--- src/rtl/uart_reg_responder.sv ---
// uart_reg_responder
//   Host command responder sitting on the UART byte interface. Decodes
//   read frames (R, addr, chk) and write frames (W, addr, data, chk), where
//   chk is the XOR of the preceding frame bytes, performs a single-cycle
//   access on an external register bank and answers through the UART
//   transmitter with {NAK}, {ACK} or {ACK, data, ACK^data}.
//
// Ports
//   clk, rst              clock, synchronous active-high reset
//   rx_valid, rx_data     received byte strobe and byte
//   rx_err                receive error strobe (aborts a frame in progress)
//   tx_start, tx_data     transmit strobe and byte to the UART
//   tx_busy               UART transmitter busy
//   reg_addr, reg_wdata   register address / write data (held between frames)
//   reg_we, reg_re        one-cycle register write / read strobes
//   reg_rdata             register read data, valid 1 cycle after reg_re
//   frame_err             one-cycle pulse on timeout or rx_err abort
//   busy                  high whenever a frame or response is in progress
module uart_reg_responder #(
  parameter int unsigned TIMEOUT_CYCLES = 70000,
  parameter logic [7:0]  CMD_READ       = 8'h52,
  parameter logic [7:0]  CMD_WRITE      = 8'h57,
  parameter logic [7:0]  ACK            = 8'h06,
  parameter logic [7:0]  NAK            = 8'h15
) (
  input  logic       clk,
  input  logic       rst,
  input  logic       rx_valid,
  input  logic [7:0] rx_data,
  input  logic       rx_err,
  output logic       tx_start,
  output logic [7:0] tx_data,
  input  logic       tx_busy,
  output logic [7:0] reg_addr,
  output logic [7:0] reg_wdata,
  output logic       reg_we,
  output logic       reg_re,
  input  logic [7:0] reg_rdata,
  output logic       frame_err,
  output logic       busy
);

  typedef enum logic [2:0] {
    IDLE, GET_ADDR, GET_DATA, GET_CHK, EXEC, RD_CAPTURE, SEND_WAIT, SEND_BUSY
  } state_t;

  localparam logic [16:0] TIMEOUT_LAST = 17'(TIMEOUT_CYCLES - 1);

  state_t          state;
  logic            is_write;
  logic            chk_ok;
  logic [7:0]      acc;
  logic [16:0]     timer;
  logic [2:0][7:0] resp;
  logic [1:0]      idx;
  logic [1:0]      last_idx;

  logic in_frame;
  logic abort;
  logic chk_match;

  assign in_frame  = (state == GET_ADDR) || (state == GET_DATA) || (state == GET_CHK);
  // A received byte beats a simultaneous timeout; rx_err always aborts.
  assign abort     = in_frame && (rx_err || (!rx_valid && timer == TIMEOUT_LAST));
  assign chk_match = (rx_data == acc);
  assign busy      = (state != IDLE);

  always_ff @(posedge clk) begin
    if (rst) begin
      state     <= IDLE;
      is_write  <= 1'b0;
      chk_ok    <= 1'b0;
      acc       <= '0;
      timer     <= '0;
      resp      <= '0;
      idx       <= '0;
      last_idx  <= '0;
      tx_start  <= 1'b0;
      tx_data   <= '0;
      reg_addr  <= '0;
      reg_wdata <= '0;
      reg_we    <= 1'b0;
      reg_re    <= 1'b0;
      frame_err <= 1'b0;
    end else begin
      tx_start  <= 1'b0;
      reg_we    <= 1'b0;
      reg_re    <= 1'b0;
      frame_err <= 1'b0;

      if (rx_valid) begin
        timer <= '0;
      end else if (in_frame) begin
        timer <= timer + 17'd1;
      end

      if (abort) begin
        frame_err <= 1'b1;
        state     <= IDLE;
      end else begin
        unique case (state)
          IDLE: begin
            if (rx_valid && (rx_data == CMD_READ || rx_data == CMD_WRITE)) begin
              is_write <= (rx_data == CMD_WRITE);
              acc      <= rx_data;
              state    <= GET_ADDR;
            end
          end
          GET_ADDR: begin
            if (rx_valid) begin
              reg_addr <= rx_data;
              acc      <= acc ^ rx_data;
              state    <= is_write ? GET_DATA : GET_CHK;
            end
          end
          GET_DATA: begin
            if (rx_valid) begin
              reg_wdata <= rx_data;
              acc       <= acc ^ rx_data;
              state     <= GET_CHK;
            end
          end
          GET_CHK: begin
            // Strobes are raised here so they are high during the EXEC cycle,
            // one cycle after the checksum byte arrives.
            if (rx_valid) begin
              chk_ok <= chk_match;
              reg_we <= is_write && chk_match;
              reg_re <= !is_write && chk_match;
              state  <= EXEC;
            end
          end
          EXEC: begin
            idx <= '0;
            if (!chk_ok) begin
              resp[0]  <= NAK;
              last_idx <= 2'd0;
              state    <= SEND_WAIT;
            end else if (is_write) begin
              resp[0]  <= ACK;
              last_idx <= 2'd0;
              state    <= SEND_WAIT;
            end else begin
              state    <= RD_CAPTURE;
            end
          end
          RD_CAPTURE: begin
            resp     <= {ACK ^ reg_rdata, reg_rdata, ACK};
            last_idx <= 2'd2;
            state    <= SEND_WAIT;
          end
          SEND_WAIT: begin
            if (!tx_busy) begin
              tx_data  <= resp[idx];
              tx_start <= 1'b1;
              state    <= SEND_BUSY;
            end
          end
          SEND_BUSY: begin
            if (tx_busy) begin
              if (idx == last_idx) begin
                state <= IDLE;
              end else begin
                idx   <= idx + 2'd1;
                state <= SEND_WAIT;
              end
            end
          end
          default: state <= IDLE;
        endcase
      end
    end
  end

endmodule
--- config.mk ---
export PLATFORM = sky130hd
export DESIGN_NAME = uart_reg_responder
export DESIGN_NICKNAME = d
export VERILOG_FILES = /design/src/rtl/uart_reg_responder.sv
export SDC_FILE = /design/constraint.sdc
export NUM_CORES = 1
export LEC_CHECK = 0
export CAP_MARGIN = 10
export CORE_UTILIZATION = 26
export CTS_CLUSTER_DIAMETER = 100
export DETAILED_ROUTE_END_ITERATION = 16
export PLACE_DENSITY = 0.56
export SLEW_MARGIN = 10
export SYNTH_ARGS = -nofsm -noshare
export SYNTH_HDL_FRONTEND = slang
export SYNTH_SLANG_ARGS = --single-unit
--- constraint.sdc ---
create_clock -name clk -period 1.9 [get_ports clk]
set_input_delay 0.285 -clock clk [delete_from_list [all_inputs] [get_ports clk]]
set_output_delay 0.285 -clock clk [all_outputs]
set_load 0.01 [all_outputs]
==> key figures, run 1 <==
Min path
  • Type of the worst min-delay path: flop to flop
  • Worst Hold Endpoint: reg_wdata[4]
  • Worst Hold Launch: reg_wdata[4]
  • WHS Path Cells: 2

Global routing
  • GRT busiest layer: met2
  • GR Util All Layers: 0.145
  • Initial antenna violation count: 0
  • Largest net degree at the start of global routing: 23
  • Remaining global-route overflow: 0
  • Routing usage on met1: 0.178
  • Vias in the first global route: between 3000 and 4000
  • First-pass GRT wire length: about 15 mm
  • GR met2 Demand/Resource: 0.237
  • GR met3 Demand/Resource: 0.0392

Routing
  • Routed length per instance: 13.9 µm
  • Routed Antenna Nets: 0
  • Initial drt markers: 94
  • Wirelength, routed: between 9 and 10 mm
  • DR pass1 iterations: 4
  • # DRC: 0
  • Routed vias/inst: ~4.8
  • Via count: 3119

Critical path
  • Reg-to-reg slack, setup: 0.17 ns
  • Critical path type: input pin to flop
  • Worst Setup Start Kind: input pin
  • Reg2Reg Launch Point: state[1]
  • CP Max Fanout: 8
  • FF-to-FF path depth: 6
  • CP Capture Type: flop
  • CP arrival: between 2 and 2.5 ns
  • R2R Path End: acc[5]
  • Worst EP required: roughly 2.2 ns

Floorplanning
  • Vert. Die Dim: 116 µm
  • Initial core utilization: 0.267
  • Die Area: about 13000 µm²
  • Die W: between 100 and 150 µm
  • Io pins: 50
  • Core box area: around 13000 µm²
  • FP Rows: 41

STA
  • Worst Hold Slack: 0.455 ns
  • RSZ-0062 raised after global routing: true
  • FMAX: 0.537 GHz
  • Max-slew violations: 0
  • TNS Setup: 0 ns
  • Worst-margin pin slew: roughly 0.55 ns
  • Final Skew: 0.0116 ns
  • Final setup vio count: 0
  • Tcrit/Tclk final: 0.979
  • Worst setup margin: between 0.03 and 0.04 ns
  • Hold Fails Final Rpt: 0
  • Min Tclk post-route: 1.86 ns
  • Relative slew slack: 0.630

Outcome
  • Status: finished, final reports clean

Logic synthesis
  • Post-synth top cells: 74 x dfxtp_1, 57 x nand2_1, 41 x nor2_1, 36 x a21oi_1, 26 x xnor2_1
  • Number of synthesized flops with an enable pin: 0
  • Ys flop type: dfxtp_1
  • Area share of the largest cell type after synthesis: 0.439
  • #FFs+latches synth: 74
  • Syn. warnings: 0
  • Top cells by area, synth: dfxtp_1 44%, xnor2_1 6.8%, nand2_1 6.3%
  • Post-synthesis cell count: 410
  • Top cell type by total area after synthesis: dfxtp_1
  • Syn Area/Cell: between 8 and 9 µm²
  • Most instantiated library cell after synthesis: dfxtp_1
  • Mapped Area: between 3000 and 4000 µm²
  • Ys async rst share: 0
  • Count of different cell masters after synthesis: 47
  • Seq/Total Area, Yosys: 0.439
  • Mapped Nets: between 400 and 500

Placed design
  • Port buffer count: 49
  • Final GP Congestion: around 0.8
  • Hpwl dp: 6.50 mm
  • Placed cell areas: approximately 4200 µm²
  • Place WS: -0.614 ns

Clock network
  • TritonCTS clock tree: built
  • CTS sink cnt: 74
  • CTS Buffer Depth: 2
  • Clock latency on the worst-skew pair: approximately 0.33 ns
  • Clock-pin slew on the worst setup and hold paths: ~0.060 ns
  • Total CTS buffers: 9
  • Clock Root Buffer: clkbuf_16
  • Hold_buf cts: 0
  • Max H-tree Level: 3

Power
  • Power Dens Cells: 1060 nW/µm²
  • Overall power: about 4900 µW
  • Lkg Pwr: between 0.0015 and 0.002 µW
  • Max VDD drop: between 0.3 and 0.4 mV

Finish
  • Antenna diodes: 0
  • Share of cells above drive strength 1: 0.147
  • Area grow syn2layout: 37.2%
  • Finished Cell Area: roughly 4600 µm²
  • Nets: between 500 and 600

Job
  • Maximum Capacitance Violations: 0
[logic make-up after synthesis]
| kind of cell | Yosys count | synth area share |
|---|---|---|
| and+or+nand+nor | 165 | 0.231 |
| adders and majority gates | 1 | 0.00371 |
| AOI/OAI and AO/OA | 92 | 0.173 |
| DFF | 74 | 0.439 |
| buffers and inverters | 41 | 0.0553 |
| xor gates and xnor gates | 34 | 0.0883 |
| muxes | 3 | 0.00928 |
[layout by cell type, fill, tap and decap left out, drive strengths merged, types with 2 or more instances in the layout]
| cell | synthesis | final |
|---|---|---|
| o21a | 3 | 3 |
| or2 | 2 | 2 |
| inv | 16 | 16 |
| o311ai | 8 | 8 |
| clkinv | 1 | 3 |
| xnor2 | 26 | 26 |
| and4 | 2 | 2 |
| buf | 6 | 33 |
| a21oi | 36 | 36 |
| a211oi | 3 | 3 |
| nand3 | 22 | 22 |
| nor2 | 41 | 41 |
| nor3 | 7 | 7 |
| o31ai | 9 | 9 |
| clkbuf | 18 | 10 |
| or3 | 3 | 3 |
| clkinvlp | 0 | 3 |
| dlygate4sd2 | 0 | 10 |
| and3 | 4 | 4 |
| nand4 | 8 | 8 |
| nor2b | 4 | 4 |
| nor4b | 3 | 3 |
| o21ai | 17 | 17 |
| dfxtp | 74 | 74 |
| a311oi | 2 | 2 |
| and2 | 4 | 4 |
| nor4 | 4 | 4 |
| a22oi | 5 | 5 |
| mux2i | 2 | 2 |
| xor2 | 8 | 8 |
| nand2 | 57 | 57 |
| clkdlybuf4s50 | 0 | 39 |
[worst max path at each step]
stage,from,end,cells past startpoint
6_report,rx_data[0],acc[5],6
5_1_grt,rx_data[0],acc[0],6
4_1_cts,rx_data[0],acc[5],6
3_5_place_dp,rx_data[0],acc[3],6
3_3_place_gp,rx_data[0],acc[0],6
2_1_floorplan,rx_data[0],acc[1],7
[layout make-up]
cell class / instances / area (µm²)
inverter: 17 / 68.8
clock inverter: 6 / 63.8
tap: 172 / 215
fill: 1314 / 7990
clock buffer: 10 / 239
multi-input combinational: 295 / 1810
sequential: 74 / 1480
timing repair buffer: 82 / 747
[routing by layer]
layer	share of wire	wire, µm
met5	0	0
met1	0.46	4190
met4	0.021	195
met2	0.47	4310
met3	0.044	404
[flip-flops by register name (all words and copies together) (netlist names), 2 cells and up]
register,flops
timer,17
resp,13
acc,8
reg_addr,8
reg_wdata,8
tx_data,8
state,3
idx,2
[worst max-delay path: stages]
cell           delay [ns]
dlygate4sd2_1        0.27
xor2_1               0.16
or4_4                0.52
o21a_4               0.23
or3_4                0.40
o31ai_1              0.24
[metrics by stage]
stage          instances  utilization
2_1_floorplan        410            -
3_3_place_gp         638        0.332
3_5_place_dp         638        0.332
4_1_cts              655        0.365
5_1_grt              656        0.367
6_report             656        0.367
[where the power goes]
| group | switching, µW | leakage [µW] | total [µW] | internal, µW |
|---|---|---|---|---|
| combinational | 804 | 0.000826 | 1440 | 631 |
| clock | 658 | 0.000145 | 1710 | 1050 |
| sequential | 99.6 | 0.000598 | 1750 | 1650 |
[what timing repair did]
| action | 4_1_cts | 5_1_grt |
|---|---|---|
| buffers inserted | 0 | 1 |
| endpoints found under the setup margin | 9 | 12 |
| gates cloned | 1 | 0 |
| resized for setup | 36 | 2 |
| pin swaps | 2 | 1 |
No activity file was read; power rests on OpenSTA's default activity.
==> inputs of run 2 (changes only) <==
CORE_MARGIN = 2   (was default)
CORE_UTILIZATION = 40   (was 26)
PLACE_DENSITY = 0.74   (was 0.56)
==> key figures, run 2 (same netlist as run 1, synthesis figures left out) <==
Placed design
  • Final GP Congestion: 0.849
  • Hpwl dp: between 5 and 6 mm
  • Placed Cells: roughly 570
  • Port buffer count: 49

Power
  • P_sw: roughly 1400 µW
  • Sequential share of power: 0.379
  • Power Dens Cells: slightly above 1000 nW/µm²
  • Net Sw Frac: 0.311
  • Comb power frac: 0.293
  • Max VDD drop: slightly below 0.8 mV
  • Power Internal: about 3200 µW
  • Clock share of power: 0.328
  • Lkg Pwr: around 0.0015 µW

STA
  • Worst Hold Slack: about 0.45 ns
  • Relative slew slack: 0.590
  • TNS Setup: 0 ns
  • Tcrit/Tclk final: 0.966
  • Final Skew: about 0.0096 ns
  • Final setup vio count: 0
  • Max-slew violations: 0
  • RSZ-0062 raised after global routing: false
  • Worst-margin pin slew: between 0.6 and 0.7 ns
  • Hold Fails Final Rpt: 0
  • FMAX: between 0.5 and 0.6 GHz
  • Min Tclk post-route: ~1.8 ns

Critical path
  • Worst Setup Start Kind: input pin
  • FF-to-FF path depth: 5
  • CP Capture Type: flop
  • CP arrival: 2.12 ns
  • Worst EP required: approximately 2.2 ns
  • Critical path type: input pin to flop
  • CP Max Fanout: 8

Routing
  • Routed length per instance: approximately 14 µm
  • DR pass1 iterations: 5
  • Routed Antenna Nets: 0
  • # DRC: 0
  • Initial drt markers: between 100 and 150
  • Wirelength, routed: about 8.1 mm
  • Via count: 3054
  • Routed vias/inst: 5.21

Global routing
  • Largest net degree at the start of global routing: 25
  • First-pass GRT wire length: 13.2 mm
  • GR Util All Layers: 0.187
  • Initial antenna violation count: 0
  • Remaining global-route overflow: 0
  • Vias in the first global route: between 2000 and 3000

Finish
  • Antenna diodes: 0
  • Regs by FF count: timer: 17 flops, resp: 13 flops
  • Most frequent cells in the layout: 72 x dfxtp_1, 57 x nand2_1, 42 x clkdlybuf4s50_1
  • Final std cells w/o fill: 586
  • Number of flip-flops in the largest register: 17
  • Share of cells above drive strength 1: 0.137
  • Area grow syn2layout: 32.6%
  • Nets: between 400 and 500
  • Top reg by flops: timer
  • Most common cell after layout, fill and taps aside: dfxtp_1

Clock network
  • Clock Root Buffer: clkbuf_8
  • TritonCTS clock tree: built
  • Total CTS buffers: 9
  • Clock latency on the worst-skew pair: approximately 0.35 ns
  • CTS Buffer Depth: 2
  • Max H-tree Level: 3
  • CTS sink cnt: between 70 and 80
  • Clock-pin slew on the worst setup and hold paths: ~0.080 ns

Floorplanning
  • Io pins: 50
  • FP Rows: 33
  • Die W: approximately 96 µm
  • Initial core utilization: 0.412
  • Core box area: between 8000 and 9000 µm²
  • Die Area: slightly above 9000 µm²
  • Vert. Die Dim: approximately 96 µm

Outcome
  • Status: finished, final reports clean

Min path
  • Type of the worst min-delay path: flop to flop
  • WHS Path Cells: 2

Job
  • Maximum Capacitance Violations: 0
==> run 2: power by group through the flow <==
stage	sequential, µW	combinational, µW	clock [µW]
after floorplan	1750	813	0
after global placement	1760	1180	0
after detailed placement	1760	1210	0
after CTS	1750	1310	1540
after global routing	1770	1480	1600
final	1750	1350	1520
==> run 2: what timing repair did <==
item | CTS | global route
hold buffers | 0 | 0
setup buffers | 1 | 0
pin swaps | 5 | 1
resized for setup | 29 | 5
endpoints found under the hold margin | 0 | 0
setup endpoints to repair | 9 | 8
==> run 2: area by class of cell <==
| cell class | count | area (µm²) |
|---|---|---|
| fillers | 722 | 3710 |
| repair buffers | 79 | 714 |
| clock inverters | 4 | 97.6 |
| multi-input cells | 295 | 1820 |
| clock buffers | 12 | 155 |
| inverters | 17 | 65.1 |
| well taps | 105 | 131 |
| flip-flops and latches | 74 | 1480 |
==> run 2: layer usage <==
metal  vias up  share of wire  track usage
li1       1551              -            -
met1      1404           0.45        0.235
met2        84           0.47        0.300
met3        15          0.060       0.0517
met4         0          0.021       0.0798
met5         -              0            0
==> run 2: final timing paths <==
| kind | slack (ns) | from | endpoint |
|---|---|---|---|
| setup / recovery | 0.06 | rx_data[3] | acc[7] |
| setup reg to reg | 0.10 | state[0] | acc[7] |
| hold / removal | 0.45 | resp[10] | resp[10] |
| hold reg to reg | 0.45 | resp[10] | resp[10] |
==> run 2: per-stage QoR <==
| stage | area [µm²] | setup slack, ns | power, µW | utilization |
|---|---|---|---|---|
| after floorplan | 3370 | -0.104 | 2560 | - |
| after global placement | 4090 | -0.504 | 2940 | 0.500 |
| after detailed placement | 4090 | -0.569 | 2970 | 0.500 |
| after CTS | 4430 | 0.0233 | 4600 | 0.542 |
| after global routing | 4470 | 0.00463 | 4850 | 0.547 |
| final | 4470 | 0.0637 | 4620 | 0.547 |
==> run 2: worst max-delay path, cell delays in order <==
cell and delay (ns):
clkdlybuf4s50_1 0.42, or4_4 0.55, o21a_4 0.21, or3_4 0.40, o31ai_4 0.25
